[src/rtl/seq_add_sub_if.sv]
// seq_add_sub_if
//   Operation bus for the slice-serial adder/subtractor.
//   master : requester side  - drives start, A, B, Cin, M; sees S, Co, V, busy, done
//   slave  : arithmetic unit - sees start, A, B, Cin, M; drives S, Co, V, busy, done
//   Parameter WIDTH sets the operand/result width.
interface seq_add_sub_if #(
  parameter int WIDTH = 16
);
  logic             start;
  logic [WIDTH-1:0] A;
  logic [WIDTH-1:0] B;
  logic             Cin;
  logic             M;
  logic [WIDTH-1:0] S;
  logic             Co;
  logic             V;
  logic             busy;
  logic             done;

  modport master (
    output start, A, B, Cin, M,
    input  S, Co, V, busy, done
  );

  modport slave (
    input  start, A, B, Cin, M,
    output S, Co, V, busy, done
  );
endinterface

[src/rtl/seq_add_sub.sv]
// seq_add_sub
//   Slice-serial two's-complement adder/subtractor. Operands are captured on
//   an accepted start and summed SLICE bits per clock, LSB slice first, with a
//   registered carry between slices. The result appears on S/Co/V together
//   with a one-cycle done pulse, N = WIDTH/SLICE edges after the start edge.
//   WIDTH must be an integer multiple of SLICE; SLICE = WIDTH is legal.
//
//   Ports
//     clk : rising-edge clock
//     rst : synchronous active-high reset (aborts any operation in flight)
//     bus : seq_add_sub_if.slave
//           start        request, accepted only in IDLE (incl. the done cycle)
//           A, B         operands
//           Cin          carry-in (M=0) / borrow-in (M=1)
//           M            0 add, 1 subtract
//           S, Co, V     registered result, carry-out (1 = no borrow), overflow
//           busy         high while RUN
//           done         one-cycle result-valid pulse
//
//   state | meaning
//   ------+-------------------------------------------------------------
//   IDLE  | waiting for start; S/Co/V hold the last result
//   RUN   | one slice summed per edge; counter holds the slice index
module seq_add_sub #(
  parameter int WIDTH = 16,
  parameter int SLICE = 4
) (
  input logic         clk,
  input logic         rst,
  seq_add_sub_if.slave bus
);

  localparam int N  = WIDTH / SLICE;
  localparam int CW = $clog2(N + 1);
  localparam logic [CW-1:0] LAST = CW'(N - 1);

  typedef enum logic {
    IDLE,
    RUN
  } state_t;

  state_t           state;
  logic [CW-1:0]    cnt;
  logic [WIDTH-1:0] a_sh;   // operand A, shifted down one slice per edge
  logic [WIDTH-1:0] b_sh;   // B, already inverted for subtract
  logic [WIDTH-1:0] acc;    // partial sum, filled from the top
  logic             carry;

  logic [SLICE:0]         slice_sum;
  logic [WIDTH+SLICE-1:0] acc_cat;
  logic [WIDTH-1:0]       acc_next;
  logic                   v_next;

  assign slice_sum = {1'b0, a_sh[SLICE-1:0]} + {1'b0, b_sh[SLICE-1:0]}
                   + {{SLICE{1'b0}}, carry};

  // New slice enters at the top; after N edges the LSB slice sits at bit 0.
  assign acc_cat  = {slice_sum[SLICE-1:0], acc};
  assign acc_next = acc_cat[WIDTH+SLICE-1:SLICE];

  // On the last slice the MSB operand bits are at SLICE-1. Carry into the
  // MSB is a^b^s there, so overflow = a^b^s^carry_out.
  assign v_next = a_sh[SLICE-1] ^ b_sh[SLICE-1] ^ slice_sum[SLICE-1] ^ slice_sum[SLICE];

  always_ff @(posedge clk) begin
    if (rst) begin
      state    <= IDLE;
      cnt      <= '0;
      a_sh     <= '0;
      b_sh     <= '0;
      acc      <= '0;
      carry    <= 1'b0;
      bus.S    <= '0;
      bus.Co   <= 1'b0;
      bus.V    <= 1'b0;
      bus.busy <= 1'b0;
      bus.done <= 1'b0;
    end else begin
      bus.done <= 1'b0;
      case (state)
        IDLE: begin
          if (bus.start) begin
            a_sh     <= bus.A;
            b_sh     <= bus.M ? ~bus.B : bus.B;
            carry    <= bus.Cin ^ bus.M;
            cnt      <= '0;
            state    <= RUN;
            bus.busy <= 1'b1;
          end
        end
        RUN: begin
          a_sh  <= a_sh >> SLICE;
          b_sh  <= b_sh >> SLICE;
          acc   <= acc_next;
          carry <= slice_sum[SLICE];
          cnt   <= cnt + 1'b1;
          if (cnt == LAST) begin
            state    <= IDLE;
            bus.busy <= 1'b0;
            bus.done <= 1'b1;
            bus.S    <= acc_next;
            bus.Co   <= slice_sum[SLICE];
            bus.V    <= v_next;
          end
        end
        default: state <= IDLE;
      endcase
    end
  end

endmodule

[src/flat_wrapper.sv]
// flat-port wrapper written by rule: the top's interface ports become plain ports
module seq_add_sub_flat 
#(
  parameter int WIDTH = 16,
  parameter int SLICE = 4
)
  (clk, rst, bus_start, bus_A, bus_B, bus_Cin, bus_M, bus_S, bus_Co, bus_V, bus_busy, bus_done);
  seq_add_sub_if #(.WIDTH(WIDTH)) bus_i ();
  input logic clk;
  input logic rst;
  input wire logic [$bits(bus_i.start)-1:0] bus_start;
  input wire logic [$bits(bus_i.A)-1:0] bus_A;
  input wire logic [$bits(bus_i.B)-1:0] bus_B;
  input wire logic [$bits(bus_i.Cin)-1:0] bus_Cin;
  input wire logic [$bits(bus_i.M)-1:0] bus_M;
  output wire logic [$bits(bus_i.S)-1:0] bus_S;
  output wire logic [$bits(bus_i.Co)-1:0] bus_Co;
  output wire logic [$bits(bus_i.V)-1:0] bus_V;
  output wire logic [$bits(bus_i.busy)-1:0] bus_busy;
  output wire logic [$bits(bus_i.done)-1:0] bus_done;
  assign bus_i.start = bus_start;
  assign bus_i.A = bus_A;
  assign bus_i.B = bus_B;
  assign bus_i.Cin = bus_Cin;
  assign bus_i.M = bus_M;
  assign bus_S = bus_i.S;
  assign bus_Co = bus_i.Co;
  assign bus_V = bus_i.V;
  assign bus_busy = bus_i.busy;
  assign bus_done = bus_i.done;
  seq_add_sub #(.WIDTH(WIDTH), .SLICE(SLICE)) u_core (.clk(clk), .rst(rst), .bus(bus_i));
endmodule
[config.mk]
export PLATFORM = sky130hd
export DESIGN_NAME = seq_add_sub_flat
export DESIGN_NICKNAME = d
export VERILOG_FILES = /design/src/rtl/seq_add_sub_if.sv /design/src/rtl/seq_add_sub.sv /design/src/flat_wrapper.sv
export SDC_FILE = /design/constraint.sdc
export NUM_CORES = 1
export LEC_CHECK = 0
export CORE_AREA = 5 5 83 85
export DETAILED_ROUTE_END_ITERATION = 6
export DIE_AREA = 0 0 88 90
export PLACE_DENSITY_LB_ADDON = 0.1
export SLEW_MARGIN = 5
export SYNTH_ARGS = -nofsm -noshare
export SYNTH_HDL_FRONTEND = slang
export SYNTH_SLANG_ARGS = --single-unit
[constraint.sdc]
create_clock -name clk -period 2.45 [get_ports clk]
set_input_delay 0.3675 -clock clk [delete_from_list [all_inputs] [get_ports clk]]
set_output_delay 0.3675 -clock clk [all_outputs]
set_load 0.01 [all_outputs]
==> results of run 1 <==
logic make-up (layout without fill, tap and decap cells):
logic type                 count (synthesis)  count (layout)
DFF                                       69              69
muxes                                     25              25
xor gates and xnor gates                  20              20
adders and majority gates                  7               7
buffers and inverters                     33              87
and+or+nand+nor                           89              89
AOI/OAI and AO/OA                         72              72
state kept, by name, indices dropped and copies added (netlist names):
| signal | count |
|---|---|
| u_core.acc | 12 |
| u_core.b_sh | 16 |
| u_core.bus.V | 1 |
| u_core.bus.done | 1 |
| u_core.bus.S | 16 |
| u_core.carry | 1 |
| u_core.state | 1 |
| u_core.a_sh | 16 |
| u_core.bus.busy | 1 |
| u_core.cnt | 3 |
| u_core.bus.Co | 1 |
Yosys cell counts, drive strengths merged:
library cell | instances | area share
nor2 | 74 | 0.095
dfxtp | 69 | 0.47
a21oi | 30 | 0.051
mux2i | 25 | 0.086
xnor2 | 20 | 0.060
a211oi | 19 | 0.049
buf | 19 | 0.044
a22o | 14 | 0.042
inv | 8 | 0.010
clkbuf | 6 | 0.0077
nand2 | 6 | 0.0077
ha | 5 | 0.021
o21ai | 5 | 0.0086
nand2b | 4 | 0.0086
fa | 2 | 0.014
o21a | 2 | 0.0051
or2 | 2 | 0.0043
nor2b | 1 | 0.0021
nor3 | 1 | 0.0017
nor3b | 1 | 0.0026
o22ai | 1 | 0.0021
o31a | 1 | 0.0030
power by group through the flow:
stage / Clock [mW] / Combinational [mW] / Sequential, mW
floorplan: 0 / 0.218 / 1.22
global placement: 0 / 0.300 / 1.23
detailed placement: 0 / 0.306 / 1.23
CTS: 1.04 / 0.307 / 1.20
global route: 1.09 / 0.340 / 1.21
finish: 1.02 / 0.304 / 1.20
per-stage QoR:
| step | hold WS [ps] | setup WS, ps |
|---|---|---|
| after global routing | 489.3 | 351.3 |
| after global placement | 448.3 | 519.4 |
| final | 466.9 | 421.7 |
| after CTS | 467.6 | 412.9 |
| after detailed placement | 455.0 | 437.2 |
| after floorplan | 441.5 | 571.3 |
layout make-up:
type                       instances  area [sq um]  share of cell area
timing repair buffer              63         620.6              0.1676
tap                               77         96.34             0.02602
clock inverter                     3         68.82             0.01859
multi-input combinational        213          1355              0.3660
clock buffer                      13         148.9             0.04022
inverter                           8         30.03            0.008111
sequential                        69          1383              0.3734
per-layer routing:
metal,up-vias,routed length (microns)
li1,1167,-
met1,994,2621
met2,43,2663
met3,6,288
met4,0,57
met5,-,0
worst max-delay path: stages (launching register included):
cell and delay [ps]:
dfxtp_1 330, inv_1 60, fa_1 460, fa_1 410, nand2b_1 160, a21oi_1 260
xnor2_1 150, o21ai_0 80
final timing paths:
path | start | end | depth (start not counted) | slack, ps
max | u_core.carry | u_core.bus.V | 7 | 420
min | u_core.acc[4] | u_core.bus.S[0] | 1 | 470
max reg2reg | u_core.carry | u_core.bus.V | 7 | 420
min reg2reg | u_core.acc[4] | u_core.bus.S[0] | 1 | 470
==> run summary, run 1 <==
hpwl dp -> 3920 microns
row count -> 29
most frequent cells in the layout -> 74 x nor2_1, 68 x dfxtp_1, 55 x clkdlybuf4s50_1
Distinct cells, synth -> 28
status -> finished clean
share of total power in sequential cells -> 0.477
Root Driver -> clkbuf_8
final non-filler cell total -> 446
first-pass GRT wire length -> 9315 microns
CTS hold repair buffers -> 0
GRT Util Overall -> 0.1480
register bit total from synthesis -> 69
Clk network pwr share -> 0.403
Syn Inst Count -> 315
initial core utilization -> 0.4758
post-layout min period -> 2028 ps
Total Wirelength -> 5631 microns
syn avg cell area -> 9.263 sq um
Antenna Nets Post-Route -> 0
Switching Share -> 0.2349
clock sink count -> 69
placed insts -> 430
M1 GR Usage -> 0.1802
Worst-path clk slew -> 70 ps
final core occ -> 0.6038
I/O Buffers -> 56
post-synthesis net count -> 359
worst setup path class -> reg2reg
CTS H-tree lvls -> 3
# diodes -> 0
# DRC -> 0
worst slew pin tran -> 450.2 ps
worst hold path type -> reg2reg
met2 Track Usage GR -> 0.2418
Via density -> 4.955
LEAKAGE -> 1.439 nW
Pre-Repair DR Iteration Count -> 4
CTS tree -> yes
worst path required time -> 2660 ps
met3 Use GR -> 0.03565
Final Hold Vio Count -> 0
Final Max Tran Viols -> 0
largest family of logic cells by synthesized area -> compound AO/OA/AOI/OAI gates
setup bufs post-CTS -> 0
clk_skew -> 10.72 ps
CP Launch Type -> flip-flop
later-pin clock latency in the skew report -> 330 ps
post-CTS sizing -> 0
Routed WL per cell -> 12.63 microns
Die ar. -> 7920 sq um
Fillers -> 549
combinational share of power -> 0.120
worst vdd rail ir drop -> 476.3 uV
CP Capture Type -> flip-flop
RSZ-0062 raised after global routing -> no
initial antenna violation count -> 0
pwr dens -> 682.2 nW/um^2
P_sw -> 593.3 uW
complex-gate fraction of the synthesized area -> 0.1612
Max Freq -> 493.0 MHz
vias in the first global route -> 2,075
Max FO, Critical Path -> 3
Die Y -> 90 microns
Max Cap Viol -> 0
grt ovf -> 0
leading cell type in the layout, fill and taps excluded -> nor2_1
mux cell area share after synthesis -> 0.08576
xor and xnor area share after synthesis -> 0.06003
Core Area -> 6132 sq um
final instance area -> 3702 sq um
synth warn -> 0
crit share post-route -> 0.8279
die width -> 88 microns
adder-cell area share of the yosys netlist -> 0.03516
Final nets -> 408
Int Power -> 1.932 mW
Worst slew margin -> 0.6998
# IOs -> 57
CP Data Arrival Time -> 2240 ps
maximum root-to-sink buffer count -> 2
CTS buffer count -> 9
global route hottest layer -> met2
Final TNS setup -> 0 ps
Post-DP Area -> 3485 sq um
placer congestion estimate -> 0.8038
Simple-Gate Fraction of Synth Area -> 0.1222
Tot Pwr -> 2.526 mW
synthesized area -> 2918 sq um
Final setup viols -> 0
share of the yosys chip area belonging to registers -> 0.4734
DRT iter0 DRCs -> 77
share of layout cells above drive strength 1 -> 0.06504
area growth from synthesis to layout -> 26.89%
largest net degree at the start of global routing -> 47
Via Count -> 2,210
(Power assumes the default switching activity.)
==> inputs of run 2 (changes only) <==
--- a/config.mk
+++ b/config.mk
@@ -5,9 +5,9 @@
 export SDC_FILE = /design/constraint.sdc
 export NUM_CORES = 1
 export LEC_CHECK = 0
-export CORE_AREA = 5 5 83 85
+export CORE_AREA = 5 5 86 88
 export DETAILED_ROUTE_END_ITERATION = 6
-export DIE_AREA = 0 0 88 90
+export DIE_AREA = 0 0 91 93
 export PLACE_DENSITY_LB_ADDON = 0.1
 export SLEW_MARGIN = 5
 export SYNTH_ARGS = -nofsm -noshare
==> constraint.sdc (replaced) <==
create_clock -name clk -period 1.7 [get_ports clk]
set_input_delay 0.255 -clock clk [delete_from_list [all_inputs] [get_ports clk]]
set_output_delay 0.255 -clock clk [all_outputs]
set_load 0.01 [all_outputs]
==> run 2 against run 1 <==
Compared with the run above:
- the flow now finishes with violations (setup timing)
- core utilization decreased by 2.9 points
- clock skew shrank 3.5 ps
- register-to-register slack got worse by 460 ps
- combinational power up 50%
- sequential power rose by 45%
- non-clock buffer count increased by 5
- clock power grew 30%
- clock-buffer cell count decreased by 2
- wire length rose by 1.5%
- setup slack worse by 460 ps
- sequential share of layout area down 0.59 points
- critical endpoint unchanged
==> run summary, run 2 (synthesis gave the netlist of run 1 again) <==
biggest regs -> u_core.a_sh: 16 flops, u_core.b_sh: 16 flops, u_core.bus.S: 16 flops (unchanged)
CTS H-tree lvls -> 3 (unchanged)
final instance area -> 3772 sq um (was 3702 sq um)
Fillers -> 594 (was 549)
Final setup viols -> 1 (was 0)
CP Capture Type -> flip-flop (unchanged)
die width -> 91 microns (was 88 microns)
Via density -> 4.894 (was 4.955)
worst vdd rail ir drop -> 635.4 uV (was 476.3 uV)
Post-DP Area -> 3556 sq um (was 3485 sq um)
worst path required time -> 1930 ps (was 2660 ps)
first-pass GRT wire length -> 9273 microns (was 9315 microns)
hpwl dp -> 3977 microns (was 3920 microns)
Die ar. -> 8463 sq um (was 7920 sq um)
Final Max Tran Viols -> 0 (unchanged)
pwr dens -> 934.4 nW/um^2 (was 682.2 nW/um^2)
crit share post-route -> 1.022 (was 0.8279)
Placement Setup Slack -> -107.4 ps (was 437.2 ps)
vias in the first global route -> 2,018 (was 2,075)
post-layout min period -> 1738 ps (was 2028 ps)
later-pin clock latency in the skew report -> 340 ps (was 330 ps)
Via Count -> 2,217 (was 2,210)
initial antenna violation count -> 0 (unchanged)
Total Wirelength -> 5715 microns (was 5631 microns)
CP Data Arrival Time -> 1970 ps (was 2240 ps)
Core Area -> 6569 sq um (was 6132 sq um)
leading cell type in the layout, fill and taps excluded -> nor2_1 (unchanged)
share of layout cells above drive strength 1 -> 0.1099 (was 0.06504)
Die Y -> 93 microns (was 90 microns)
RSZ-0062 raised after global routing -> yes (was no)
CTS tree -> yes (unchanged)
worst hold path type -> in2reg (was reg2reg)
Antenna Nets Post-Route -> 0 (unchanged)
area growth from synthesis to layout -> 29.29% (was 26.89%)
Root Driver -> clkbuf_8 (unchanged)
worst setup path class -> reg2reg (unchanged)
placer congestion estimate -> 0.7138 (was 0.8038)
DRT iter0 DRCs -> 104 (was 77)
GRT Util Overall -> 0.1370 (was 0.1480)
CP most frequent cell -> fa_2 (was fa_1)
initial core utilization -> 0.4442 (was 0.4758)
largest net degree at the start of global routing -> 56 (was 47)
Worst-path clk slew -> 70 ps (about the same)
LEAKAGE -> 1.479 nW (was 1.439 nW)
maximum root-to-sink buffer count -> 2 (unchanged)
hold slack -> 448.8 ps (was 466.9 ps)
Max Freq -> 575.5 MHz (was 493.0 MHz)
grt ovf -> 0 (unchanged)
# diodes -> 0 (unchanged)
worst slew pin tran -> 422.5 ps (was 450.2 ps)
I/O Buffers -> 56 (unchanged)
Final nets -> 413 (was 408)
row count -> 30 (was 29)
CP Launch Type -> flip-flop (unchanged)
clock sink count -> 69 (unchanged)
# IOs -> 57 (unchanged)
CP max stage cell -> fa_2 (was fa_1)
Max FO, Critical Path -> 3 (unchanged)
Tot Pwr -> 3.525 mW (was 2.526 mW)
Final Hold Vio Count -> 0 (unchanged)
Worst slew margin -> 0.7184 (was 0.6998)
Pre-Repair DR Iteration Count -> 4 (unchanged)
CTS hold repair buffers -> 0 (unchanged)
Routed WL per cell -> 12.62 microns (was 12.63 microns)
Slowest Stage Delay on Critical Path -> 390 ps (was 460 ps)
Max Cap Viol -> 0 (unchanged)
Final WS setup -> -37.75 ps (was 421.7 ps)
failing checks -> setup timing
most frequent cells in the layout -> 74 x nor2_1, 65 x dfxtp_1, 55 x clkdlybuf4s50_1 (was 74 x nor2_1, 68 x dfxtp_1, 55 x clkdlybuf4s50_1)
# DRC -> 0 (unchanged)
CP cell instances -> inv_2 -> fa_2 -> fa_2 -> nand2b_4 -> a21oi_4 -> xnor2_1 -> o21ai_1 (was inv_1 -> fa_1 -> fa_1 -> nand2b_1 -> a21oi_1 -> xnor2_1 -> o21ai_0)
status -> complete, but fails checks (was finished clean)
clk_skew -> 7.219 ps (was 10.72 ps)
CTS buffer count -> 9 (unchanged)
==> run 2: cell count changes in the layout (fill, tap and decap cells not counted), moves of 2 or more <==
cell,delta
inv_1,-2
dfxtp_2,+3
fa_1,-2
fa_2,+2
inv_2,+2
buf_4,+4
clkinv_2,+2
dfxtp_1,-3
clkbuf_1,-3
==> run 2: final cells by class <==
class,instances,area (sq um),share of cell area
Sequential cell,69,1386,0.3675
Multi-Input combinational cell,213,1386,0.3675
Timing Repair Buffer,68,670.6,0.1778
Clock buffer,11,151.4,0.04013
Tap cell,80,100.1,0.02653
Clock inverter,4,47.55,0.01260
Inverter,8,30.03,0.007960
==> run 2: worst max-delay path: cells and delay by family, from the launching register on <==
kind	cells	cell delay [ps]
adders and majority gates	2	740
xor gates and xnor gates	1	140
DFF	1	340
AOI/OAI and AO/OA	2	220
and+or+nand+nor	1	150
buffers and inverters	1	40
==> run 2: repair_timing <==
item                       in CTS  in global routing
setup endpoints to repair       4                  4
setup buffers                   1                  0
hold endpoints to repair        0                  0
pin swaps                       3                  0
gates resized for setup         2                  2
==> run 2: power by group <==
part / internal, mW / switching (mW) / total [mW]
clock: 0.744 / 0.584 / 1.33
sequential: 1.69 / 0.0504 / 1.74
combinational: 0.240 / 0.217 / 0.457
==> run 2: worst paths after layout <==
kind	startpoint	endpoint	slack [ps]	cells past startpoint
min reg2reg	u_core.bus.V	u_core.bus.V	470	2
min	bus_start	u_core.b_sh[15]	450	4
max reg2reg	u_core.carry	u_core.bus.V	-40	7
max	u_core.carry	u_core.bus.V	-40	7
==> run 2: metrics by stage <==
stage | TNS (ps) | utilization | std cells
after global placement | -39.60 | 0.5413 | 437
after CTS | -49.59 | 0.5730 | 453
after detailed placement | -155.5 | 0.5413 | 437
after global routing | -277.8 | 0.5743 | 453
final | -37.75 | 0.5743 | 453
after floorplan | -21.39 | - | 315
==> run 2: metal layers <==
metal / track usage / routed length [microns] / share of wire / vias to the layer above
met1: 0.1635 / 2574 / 0.45 / 972
met3: 0.04505 / 317 / 0.055 / 10
met5: 0 / 0 / 0 / -
met4: 0.06601 / 130 / 0.023 / 0
li1: - / - / - / 1181
met2: 0.2218 / 2692 / 0.47 / 54
==> inputs of run 3 (changes only) <==
--- a/config.mk
+++ b/config.mk
@@ -5,10 +5,11 @@
 export SDC_FILE = /design/constraint.sdc
 export NUM_CORES = 1
 export LEC_CHECK = 0
-export CORE_AREA = 5 5 86 88
+export CORE_AREA = 5 5 92 94
 export DETAILED_ROUTE_END_ITERATION = 6
-export DIE_AREA = 0 0 91 93
+export DIE_AREA = 0 0 97 99
 export PLACE_DENSITY_LB_ADDON = 0.1
+export SKIP_CTS_REPAIR_TIMING = 1
 export SLEW_MARGIN = 5
 export SYNTH_ARGS = -nofsm -noshare
 export SYNTH_HDL_FRONTEND = slang
==> run 3 against run 2 <==
Compared with the run above:
- cell area increased by 2.2%
- global-route usage decreased by 1.1 points
- fmax is 0.50% higher
- sequential share of layout area is 0.79 points lower
- clock skew hardly changed
- clock-buffer cell count shrank 2
- the flow still finishes with violations (setup timing)
- power up 4.6%
- die area rose by 13%
- worst hold slack gained 12 ps
==> run summary, run 3 (synthesis gave the netlist of run 1 again) <==
Final Hold Vio Count -> 0 (unchanged)
crit share post-route -> 1.017 (was 1.022)
final instance area -> 3855 sq um (was 3772 sq um)
failing checks -> setup timing (unchanged)
# IOs -> 57 (unchanged)
Root Driver -> clkbuf_8 (unchanged)
grt ovf -> 0 (unchanged)
later-pin clock latency in the skew report -> 340 ps (about the same)
Tot Pwr -> 3.688 mW (was 3.525 mW)
most frequent cells in the layout -> 74 x nor2_1, 65 x dfxtp_1, 55 x clkdlybuf4s50_1 (unchanged)
Via density -> 4.703 (was 4.894)
pwr dens -> 956.7 nW/um^2 (was 934.4 nW/um^2)
Die Y -> 99 microns (was 93 microns)
CTS buffer count -> 9 (unchanged)
met3 Use GR -> 0.03185 (was 0.04505)
CP Launch Type -> flip-flop (unchanged)
worst path required time -> 1930 ps (about the same)
Final Max Tran Viols -> 0 (unchanged)
M1 GR Usage -> 0.1502 (was 0.1635)
CTS H-tree lvls -> 3 (unchanged)
Final TNS setup -> -51.68 ps (was -37.75 ps)
Antenna Nets Post-Route -> 0 (unchanged)
Worst-path clk slew -> 70 ps (about the same)
CP cell instances -> inv_2 -> fa_2 -> fa_2 -> nand2b_4 -> a21oi_4 -> xnor2_2 -> o21ai_1 (was inv_2 -> fa_2 -> fa_2 -> nand2b_4 -> a21oi_4 -> xnor2_1 -> o21ai_1)
initial core utilization -> 0.3856 (was 0.4442)
worst setup path class -> reg2reg (unchanged)
Worst slew margin -> 0.7825 (was 0.7184)
first-pass GRT wire length -> 9929 microns (was 9273 microns)
CP max stage cell -> fa_2 (unchanged)
Fillers -> 734 (was 594)
Final setup viols -> 2 (was 1)
global route hottest layer -> met2 (unchanged)
RSZ-0062 raised after global routing -> yes (unchanged)
met2 Track Usage GR -> 0.2107 (was 0.2218)
Pre-Repair DR Iteration Count -> 4 (unchanged)
Routed WL per cell -> 12.19 microns (was 12.62 microns)
share of layout cells above drive strength 1 -> 0.1197 (was 0.1099)
clk_skew -> 7.540 ps (was 7.219 ps)
Hold Crit Depth -> 2 (was 4)
worst vdd rail ir drop -> 467.8 uV (was 635.4 uV)
family with the most delay on the worst path -> adder cells (unchanged)
placed insts -> 461 (was 437)
placer congestion estimate -> 0.8195 (was 0.7138)
initial antenna violation count -> 0 (unchanged)
worst path bufs/invs -> 1 (unchanged)
status -> complete, but fails checks (unchanged)
maximum root-to-sink buffer count -> 2 (unchanged)
worst slew pin tran -> 326.3 ps (was 422.5 ps)
worst hold path type -> reg2reg (was in2reg)
row count -> 32 (was 30)
LEAKAGE -> 1.497 nW (was 1.479 nW)
Post-DP Area -> 3611 sq um (was 3556 sq um)
# diodes -> 0 (unchanged)
final non-filler cell total -> 478 (was 453)
CTS tree -> yes (unchanged)
biggest regs -> u_core.a_sh: 16 flops, u_core.b_sh: 16 flops, u_core.bus.S: 16 flops (unchanged)
Final nets -> 415 (was 413)
Max Cap Viol -> 0 (unchanged)
Max Freq -> 578.3 MHz (was 575.5 MHz)
die width -> 97 microns (was 91 microns)
Slowest Stage Delay on Critical Path -> 390 ps (about the same)
Core Area -> 7567 sq um (was 6569 sq um)
Final WS setup -> -29.09 ps (was -37.75 ps)
DRT iter0 DRCs -> 77 (was 104)
Critical Path Stages -> 7 (unchanged)
CP Capture Type -> flip-flop (unchanged)
GRT Util Overall -> 0.1262 (was 0.1370)
Max FO, Critical Path -> 3 (unchanged)
Total Wirelength -> 5829 microns (was 5715 microns)
area growth from synthesis to layout -> 32.12% (was 29.29%)
Die ar. -> 9603 sq um (was 8463 sq um)
CP most frequent cell -> fa_2 (unchanged)
I/O Buffers -> 56 (unchanged)
cells on worst reg2reg path -> 7 (unchanged)
# DRC -> 0 (unchanged)
clock sink count -> 69 (unchanged)
CP Data Arrival Time -> 1960 ps (was 1970 ps)
leading cell type in the layout, fill and taps excluded -> nor2_1 (unchanged)
hpwl dp -> 4077 microns (was 3977 microns)
Via Count -> 2,248 (was 2,217)
largest net degree at the start of global routing -> 52 (was 56)
vias in the first global route -> 2,188 (was 2,018)
post-layout min period -> 1729 ps (was 1738 ps)
[run 3: cell types whose count changed in the layout (fill, tap and decap cells not counted)]
cell,delta
clkinv_4,+2
o21ai_2,+1
buf_4,+1
clkbuf_8,-2
o21ai_1,-1
clkinv_2,-1
bufinv_16,+1
inv_6,+1
buf_12,+1
[run 3: worst register-to-register path, stage by stage (launching register included)]
cell and delay (ps):
dfxtp_2 340, inv_2 40, fa_2 390, fa_2 350
nand2b_4 150, a21oi_4 170, xnor2_2 120, o21ai_1 60
[run 3: worst paths after layout]
path	start	endpoint	slack [ps]
worst min-delay path	u_core.bus.V	u_core.bus.V	460
worst min register to register	u_core.bus.V	u_core.bus.V	460
worst max-delay path	u_core.carry	u_core.bus.V	-30
worst max register to register	u_core.carry	u_core.bus.V	-30
[run 3: report_power, final]
part | switching, mW | internal (mW)
sequential | 0.0494 | 1.69
combinational | 0.220 | 0.244
clock | 0.654 | 0.833
[run 3: metal layers]
layer	part of all wire	wire (microns)
met1	0.48	2806
met2	0.46	2693
met3	0.039	226
met4	0.017	102
met5	0	0
[run 3: area by class of cell]
class	count	area (sq um)	area share
Clock buffer	9	123.9	0.03213
Tap cell	102	127.6	0.03311
Inverter	8	30.03	0.007790
Clock inverter	7	98.84	0.02564
Multi-Input combinational cell	213	1390	0.3606
Timing Repair Buffer	70	698.2	0.1811
Sequential cell	69	1386	0.3596
[run 3: metrics by stage]
| step | hold WS, ps | setup WS [ps] | utilization |
|---|---|---|---|
| final | 460.7 | -29.09 | 0.5094 |
| after detailed placement | 456.4 | -89.89 | 0.4772 |
| after CTS | 444.5 | -110.1 | 0.5066 |
| after global placement | 452.2 | -47.02 | 0.4772 |
| after floorplan | 402.2 | -21.39 | - |
| after global routing | 487.2 | -98.28 | 0.5094 |
